==> config.mk <==
export PLATFORM = sky130hd
export DESIGN_NAME = mem_read_arb
export DESIGN_NICKNAME = d
export VERILOG_FILES = /design/src/rtl/mem_pkg.sv /design/src/rtl/mem_rr_arb.sv /design/src/rtl/mem_read_arb.sv
export SDC_FILE = /design/constraint.sdc
export NUM_CORES = 1
export LEC_CHECK = 0
export CAP_MARGIN = 20
export CORE_AREA = 2 2 462 464
export CTS_CLUSTER_DIAMETER = 60
export CTS_CLUSTER_SIZE = 12
export DETAILED_ROUTE_END_ITERATION = 12
export DIE_AREA = 0 0 464 466
export PLACE_DENSITY_LB_ADDON = 0.08
export SETUP_SLACK_MARGIN = 0.1
export SYNTH_ARGS = -nofsm -noshare
export SYNTH_HDL_FRONTEND = slang
export SYNTH_HIERARCHICAL = 1
export SYNTH_SLANG_ARGS = --single-unit
==> constraint.sdc <==
create_clock -name clk -period 2.5 [get_ports clk]
set_input_delay 0.5 -clock clk [delete_from_list [all_inputs] [get_ports clk]]
set_output_delay 0.5 -clock clk [all_outputs]
set_load 0.005 [all_outputs]
==> src/rtl/mem_pkg.sv <==
// Shared memory-subsystem widths and line/transaction types.
package mem_pkg;
  localparam int NPHYS            = 56;
  localparam int CACHE_LINE_SIZE  = 512;
  localparam int ACACHE_LINE_SIZE = $clog2(CACHE_LINE_SIZE/8);
  localparam int TSIZE            = 5;
  localparam int LADDR_W          = NPHYS - ACACHE_LINE_SIZE;

  typedef logic [LADDR_W-1:0]         line_addr_t;
  typedef logic [TSIZE-1:0]           trans_t;
  typedef logic [CACHE_LINE_SIZE-1:0] line_t;

  function automatic int idx_w(input int n);
    return (n > 1) ? $clog2(n) : 1;
  endfunction
endpackage

==> src/rtl/mem_rr_arb.sv <==
// One-hot grant among N requesters: fixed priority (lowest index) or
// round-robin starting after the last accepted winner when RR_EN is set.
module mem_rr_arb import mem_pkg::*; #(
  parameter int N     = 2,
  parameter bit RR_EN = 1'b0,
  localparam int IW   = idx_w(N)
) (
  input  logic          clk,
  input  logic          reset,
  input  logic [N-1:0]  i_req,
  input  logic          i_en,
  output logic [N-1:0]  o_gnt,
  output logic [IW-1:0] o_gnt_idx
);
  logic [IW-1:0] r_last;
  logic [IW-1:0] w_start;
  logic          w_any;

  always_comb begin
    w_start = '0;
    if (RR_EN) w_start = (r_last == IW'(N-1)) ? '0 : r_last + 1'b1;
  end

  always_comb begin
    w_any     = 1'b0;
    o_gnt_idx = '0;
    o_gnt     = '0;
    for (int i = 0; i < N; i++) begin
      if (!w_any && i_req[(int'(w_start) + i) % N]) begin
        w_any     = 1'b1;
        o_gnt_idx = IW'((int'(w_start) + i) % N);
      end
    end
    if (i_en && w_any) o_gnt[o_gnt_idx] = 1'b1;
  end

  // Pointer only moves on an accepted grant; reset value makes client 0 first.
  always_ff @(posedge clk or negedge reset) begin
    if (!reset)              r_last <= IW'(N-1);
    else if (i_en && w_any)  r_last <= o_gnt_idx;
  end
endmodule

==> src/rtl/mem_read_arb.sv <==
// Multi-client line-read arbiter with NOUT tagged outstanding reads and a
// one-entry response buffer. Define MEM_READ_ARB_RR_EN for round-robin grant.
module mem_read_arb
  import mem_pkg::line_addr_t, mem_pkg::trans_t, mem_pkg::line_t;
#(
  parameter int NPHYS            = mem_pkg::NPHYS,
  parameter int CACHE_LINE_SIZE  = mem_pkg::CACHE_LINE_SIZE,
  parameter int ACACHE_LINE_SIZE = $clog2(CACHE_LINE_SIZE/8),
  parameter int TSIZE            = mem_pkg::TSIZE,
  parameter int NRD              = 2,
  parameter int NOUT             = 8
) (
  input  logic                                    clk,
  input  logic                                    reset,
  input  logic [NRD*(NPHYS-ACACHE_LINE_SIZE)-1:0] rd_addr,
  input  logic [NRD-1:0]                          rd_req,
  output logic [NRD-1:0]                          rd_ack,
  output logic [NRD-1:0]                          rd_valid,
  input  logic [NRD-1:0]                          rd_ready,
  output logic [CACHE_LINE_SIZE-1:0]              rd_data,
  output logic [NPHYS-ACACHE_LINE_SIZE-1:0]       mem_raddr,
  output logic [TSIZE-1:0]                        mem_raddr_trans,
  output logic                                    mem_raddr_req,
  input  logic                                    mem_raddr_ack,
  input  logic [CACHE_LINE_SIZE-1:0]              mem_rdata,
  input  logic [TSIZE-1:0]                        mem_rdata_trans,
  input  logic                                    mem_rdata_req,
  output logic                                    mem_rdata_ack
);
  localparam int LA = NPHYS - ACACHE_LINE_SIZE;
  localparam int CW = mem_pkg::idx_w(NRD);
  localparam int SW = mem_pkg::idx_w(NOUT);

`ifdef MEM_READ_ARB_RR_EN
  localparam bit RR_EN = 1'b1;
`else
  localparam bit RR_EN = 1'b0;
`endif

  logic [NOUT-1:0]         r_busy;
  logic [NOUT-1:0][CW-1:0] r_owner;
  line_addr_t              r_raddr;
  trans_t                  r_rtrans;
  logic                    r_rreq;
  logic                    r_bvld;
  line_t                   r_bdata;
  logic [CW-1:0]           r_bown;
  logic [SW-1:0]           r_bslot;

  logic          w_free_any;
  logic [SW-1:0] w_free_idx;
  logic          w_accept_ok;
  logic          w_accept;
  logic [CW-1:0] w_win;
  logic          w_hit;
  logic [CW-1:0] w_hit_own;
  logic          w_consume;
  logic          w_rx;

  always_comb begin
    w_free_any = 1'b0;
    w_free_idx = '0;
    for (int s = NOUT-1; s >= 0; s--) begin
      if (!r_busy[s]) begin
        w_free_any = 1'b1;
        w_free_idx = SW'(s);
      end
    end
  end

  // Address register may be reloaded in the same cycle it hands off.
  assign w_accept_ok = reset & w_free_any & (~r_rreq | mem_raddr_ack);

  mem_rr_arb #(.N(NRD), .RR_EN(RR_EN)) u_arb (
    .clk       (clk),
    .reset     (reset),
    .i_req     (rd_req),
    .i_en      (w_accept_ok),
    .o_gnt     (rd_ack),
    .o_gnt_idx (w_win)
  );

  assign w_accept = |rd_ack;

  always_ff @(posedge clk or negedge reset) begin
    if (!reset) begin
      r_rreq   <= 1'b0;
      r_raddr  <= '0;
      r_rtrans <= '0;
    end else if (w_accept) begin
      r_rreq   <= 1'b1;
      r_raddr  <= rd_addr[int'(w_win)*LA +: LA];
      r_rtrans <= TSIZE'(w_free_idx);
    end else if (r_rreq && mem_raddr_ack) begin
      r_rreq   <= 1'b0;
    end
  end

  assign mem_raddr       = r_raddr;
  assign mem_raddr_trans = r_rtrans;
  assign mem_raddr_req   = r_rreq;

  // Returned data is kept only if its id names a live slot.
  always_comb begin
    w_hit     = 1'b0;
    w_hit_own = '0;
    for (int s = 0; s < NOUT; s++) begin
      if (r_busy[s] && mem_rdata_trans == TSIZE'(s)) begin
        w_hit     = 1'b1;
        w_hit_own = r_owner[s];
      end
    end
  end

  assign w_consume     = r_bvld & rd_ready[r_bown];
  assign mem_rdata_ack = reset & (~r_bvld | w_consume);
  assign w_rx          = mem_rdata_req & mem_rdata_ack;

  always_ff @(posedge clk or negedge reset) begin
    if (!reset) begin
      r_bvld  <= 1'b0;
      r_bdata <= '0;
      r_bown  <= '0;
      r_bslot <= '0;
    end else begin
      if (w_consume) r_bvld <= 1'b0;
      if (w_rx && w_hit) begin
        r_bvld  <= 1'b1;
        r_bdata <= mem_rdata;
        r_bown  <= w_hit_own;
        r_bslot <= SW'(mem_rdata_trans);
      end
    end
  end

  // Freed and allocated slots never coincide: allocation picks a slot
  // that was already free before this edge.
  always_ff @(posedge clk or negedge reset) begin
    if (!reset) begin
      r_busy  <= '0;
      r_owner <= '0;
    end else begin
      if (w_consume) r_busy[r_bslot] <= 1'b0;
      if (w_accept) begin
        r_busy[w_free_idx]  <= 1'b1;
        r_owner[w_free_idx] <= w_win;
      end
    end
  end

  always_comb begin
    rd_valid = '0;
    if (r_bvld) rd_valid[r_bown] = 1'b1;
  end

  assign rd_data = r_bdata;
endmodule

==> results.py <==
metrics = {
    "run_status": {
        "outcome": "finished with violations",
        "violations": "setup timing",
    },
    "yosys": {
        "ys_async_sr_fraction_pct": 100,
        "yosysUniqueCellTypes": 40,
        "synth-seq-cells": 587,
        "syn-cell-area_sq_um": 22900,
        "seq_area_frac_synth_pct": 64.1,
        "synthTopCellsByArea": "dfrtp_1 64%, mux2_2 21%, mux2_4 6.5%",
        "avgSynthCellArea_sq_um": 16.0,
        "syn_inst": 1437,
        "synthFlopType": "dfrtp_1",
        "netlist.area_leader.share_pct": 64.1,
        "yosys_warnings": 6,
        "synth-edff-count": 0,
        "synth_area_leader_cell": "dfrtp_1",
    },
    "timing": {
        "whs_ns": 0.382,
        "finClkSkew_ns": 0.0399,
        "rsz0062_at_grt": "yes",
        "tns_ns": -5.73,
        "fin_ws_ns": -0.0575,
        "timing.fmax_mhz": 391,
        "timing.final.crit_period_ns": 2.56,
        "worst_pin_slew_ns": 1.18,
        "finalSetupViolCount": 221,
        "finalCritPeriodShare_pct": 102,
        "hold_violations": 0,
        "slew_headroom_pct": 21.5,
        "slew_viol_final": 0,
    },
    "die": {
        "fp.dieW_um": 464,
        "io_pins": 1198,
        "rows": 169,
        "die-area_sq_um": 216000,
        "core_sq_um": 211000,
        "start_util_pct": 10.9,
        "fp.dieH_um": 466,
    },
    "clocking": {
        "cts_sinks": 587,
        "cts_tree": "built",
        "cts_buffer_depth": 3,
        "clk_pin_slew_ns": 0.06,
        "insertion_delay_ns": 0.73,
        "cts_inserted_buffers": 107,
        "cts_root_buffer": "clkbuf_16",
        "h-tree-depth": 3,
    },
    "critical_path": {
        "cp.arrival_ns": 3.15,
        "critPathCapture": "rd_data[295]",
        "crit_start": "mem_rdata_trans[0]",
        "r2r_slack_ns": -0.05,
        "crit_path_max_fanout": 8,
        "endpoint_kind": "flip-flop",
        "worst_setup_path_start_kind": "input pin",
        "path_class": "in2reg",
        "rr_endpoint": "rd_data[295]",
        "worstPathRequired_ns": 3.09,
        "reg2reg_depth": 8,
        "r2r-start": "r_busy[2]",
    },
    "placed_design": {
        "place_ws_ns": -0.712,
        "place.gp.congestion": 0.788,
        "io_buffers": 1195,
        "dpl_cell_area_sq_um": 39000,
        "dpl.hpwl_um": 112000,
    },
    "grt": {
        "grt_max_degree": 140,
        "grt_pass1_wl_um": 183000,
        "grt_usage_pct": 12.3,
        "grt_pass1_vias": 19900,
        "grt_overflow": 0,
        "antenna_found_initial": 72,
    },
    "finish": {
        "area_delta_synth_final_pct": 96.4,
        "final_cell_area_sq_um": 45000,
        "drive_above_1_share_pct": 31.1,
        "fin_nets": 3453,
    },
    "routing": {
        "firstDrtPassIters": 6,
        "drt_iter0_markers": 528,
        "dr_total_vias": 18000,
        "viasPerCell": 3.13,
        "wl_per_cell_um": 25.0,
        "antenna_left": 0,
        "drc_errors": 0,
        "wirelength_um": 144000,
    },
    "pwr": {
        "p_leak_nw": 18.5,
        "power-per-cell-area_nw_per_um2": 1150,
        "ir_drop_mv": 0.536,
    },
    "job": {
        "cap_viol_max_count": 0,
    },
    "min_path": {
        "hold_class": "in2reg",
    },
}
## layer usage
metal	wire (um)	GRT usage, %
met1	51900	12.4
met2	69100	20.2
met3	19200	8.31
met4	4020	4.01
met5	224	0
## logic make-up (layout without fill, tap and decap cells)
kind of cell	count (synthesis)	after routing	share of synthesized area, %
compound gates	86	86	2.07
buf+inv	82	1562	2.04
flops	587	587	64.1
mux	576	576	29.7
other cells	1	29	0.0164
simple gates	105	105	2.13
## Yosys cell counts (4+ instances only)
library cell / n
dfrtp_1: 587
mux2_2: 424
mux2_4: 100
nand2_1: 69
o21ai_0: 64
mux2i_1: 51
buf_2: 46
clkbuf_1: 16
buf_6: 12
nor3_1: 7
a21oi_1: 5
nand2b_1: 5
buf_1: 4
nand3_1: 4
o21bai_1: 4
## cell usage in the layout (no fill, tap or decap), drive strengths merged, types with 4 or more instances in the layout
cell type / Yosys / layout
nand2: 69 / 69
dlygate4sd2: 0 / 47
o21bai: 4 / 4
nand2b: 5 / 5
o21ai: 64 / 64
buf: 65 / 134
dfrtp: 587 / 587
clkinv: 0 / 26
clkbuf: 16 / 178
nor3: 7 / 7
diode: 0 / 27
clkinvlp: 0 / 10
clkdlybuf4s50: 0 / 1136
a21oi: 5 / 5
mux2i: 51 / 51
nand3: 4 / 4
bufinv: 0 / 15
mux2: 524 / 524
dlymetal6s2s: 0 / 8
inv: 1 / 7
## worst min path at each step
stage / from / endpoint / slack, ns / cells past startpoint
2_1_floorplan: reset / mem_raddr[0] / 0.20 / 0
3_3_place_gp: mem_raddr[10] / mem_raddr[10] / 0.47 / 2
3_5_place_dp: mem_raddr[46] / mem_raddr[46] / 0.47 / 2
4_1_cts: mem_rdata[116] / rd_data[116] / 0.28 / 2
5_1_grt: mem_rdata[101] / rd_data[101] / 0.31 / 2
6_report: mem_rdata[137] / rd_data[137] / 0.38 / 2
## state kept, by name (all words and copies together) (netlist names)
signal / flops
rd_data: 512
r_bslot: 3
mem_raddr_trans: 3
r_bvld: 1
mem_raddr: 50
mem_raddr_req: 1
r_bown: 1
r_busy: 8
r_owner: 8
## report_power, final
part / switching, mW / internal [mW]
combinational: 7.33 / 12.3
sequential: 2.78 / 14.0
clock: 5.53 / 10.0
## final cells by class
cell class | instances | area (sq um)
Timing Repair Buffer | 1362 | 14700
Inverter | 1 | 3.75
Clock buffer | 142 | 3020
Tap cell | 2821 | 3530
Fill cell | 22500 | 166000
Antenna cell | 27 | 67.6
Clock inverter | 57 | 757
Multi-Input combinational cell | 769 | 8280
Sequential cell | 587 | 14700
## per-stage QoR
stage | instances | power [mW] | util, %
after floorplan | 1438 | 21.4 | -
after global placement | 5462 | 36.3 | 18.5
after detailed placement | 5462 | 36.3 | 18.5
after CTS | 5667 | 53.0 | 20.5
after global routing | 5753 | 55.1 | 21.3
final | 5766 | 51.9 | 21.3
## critical path: stages
cell,delay (ns)
clkdlybuf4s50_1,0.56
buf_4,0.16
mux4_2,0.50
and2_4,0.17
o311a_4,0.40
buf_12,0.17
clkbuf_16,0.18
clkbuf_16,0.19
mux2_4,0.30
## timing repair
item / in CTS / in global routing
buffers inserted: 5 / 20
resized for setup: 187 / 89
pin swaps: 6 / 5
hold buffers: 1 / 0
setup endpoints to repair: 81 / 444
endpoints found under the hold margin: 28 / 0
gates cloned: 0 / 54
Note: power is estimated with default switching activity, not from simulation.
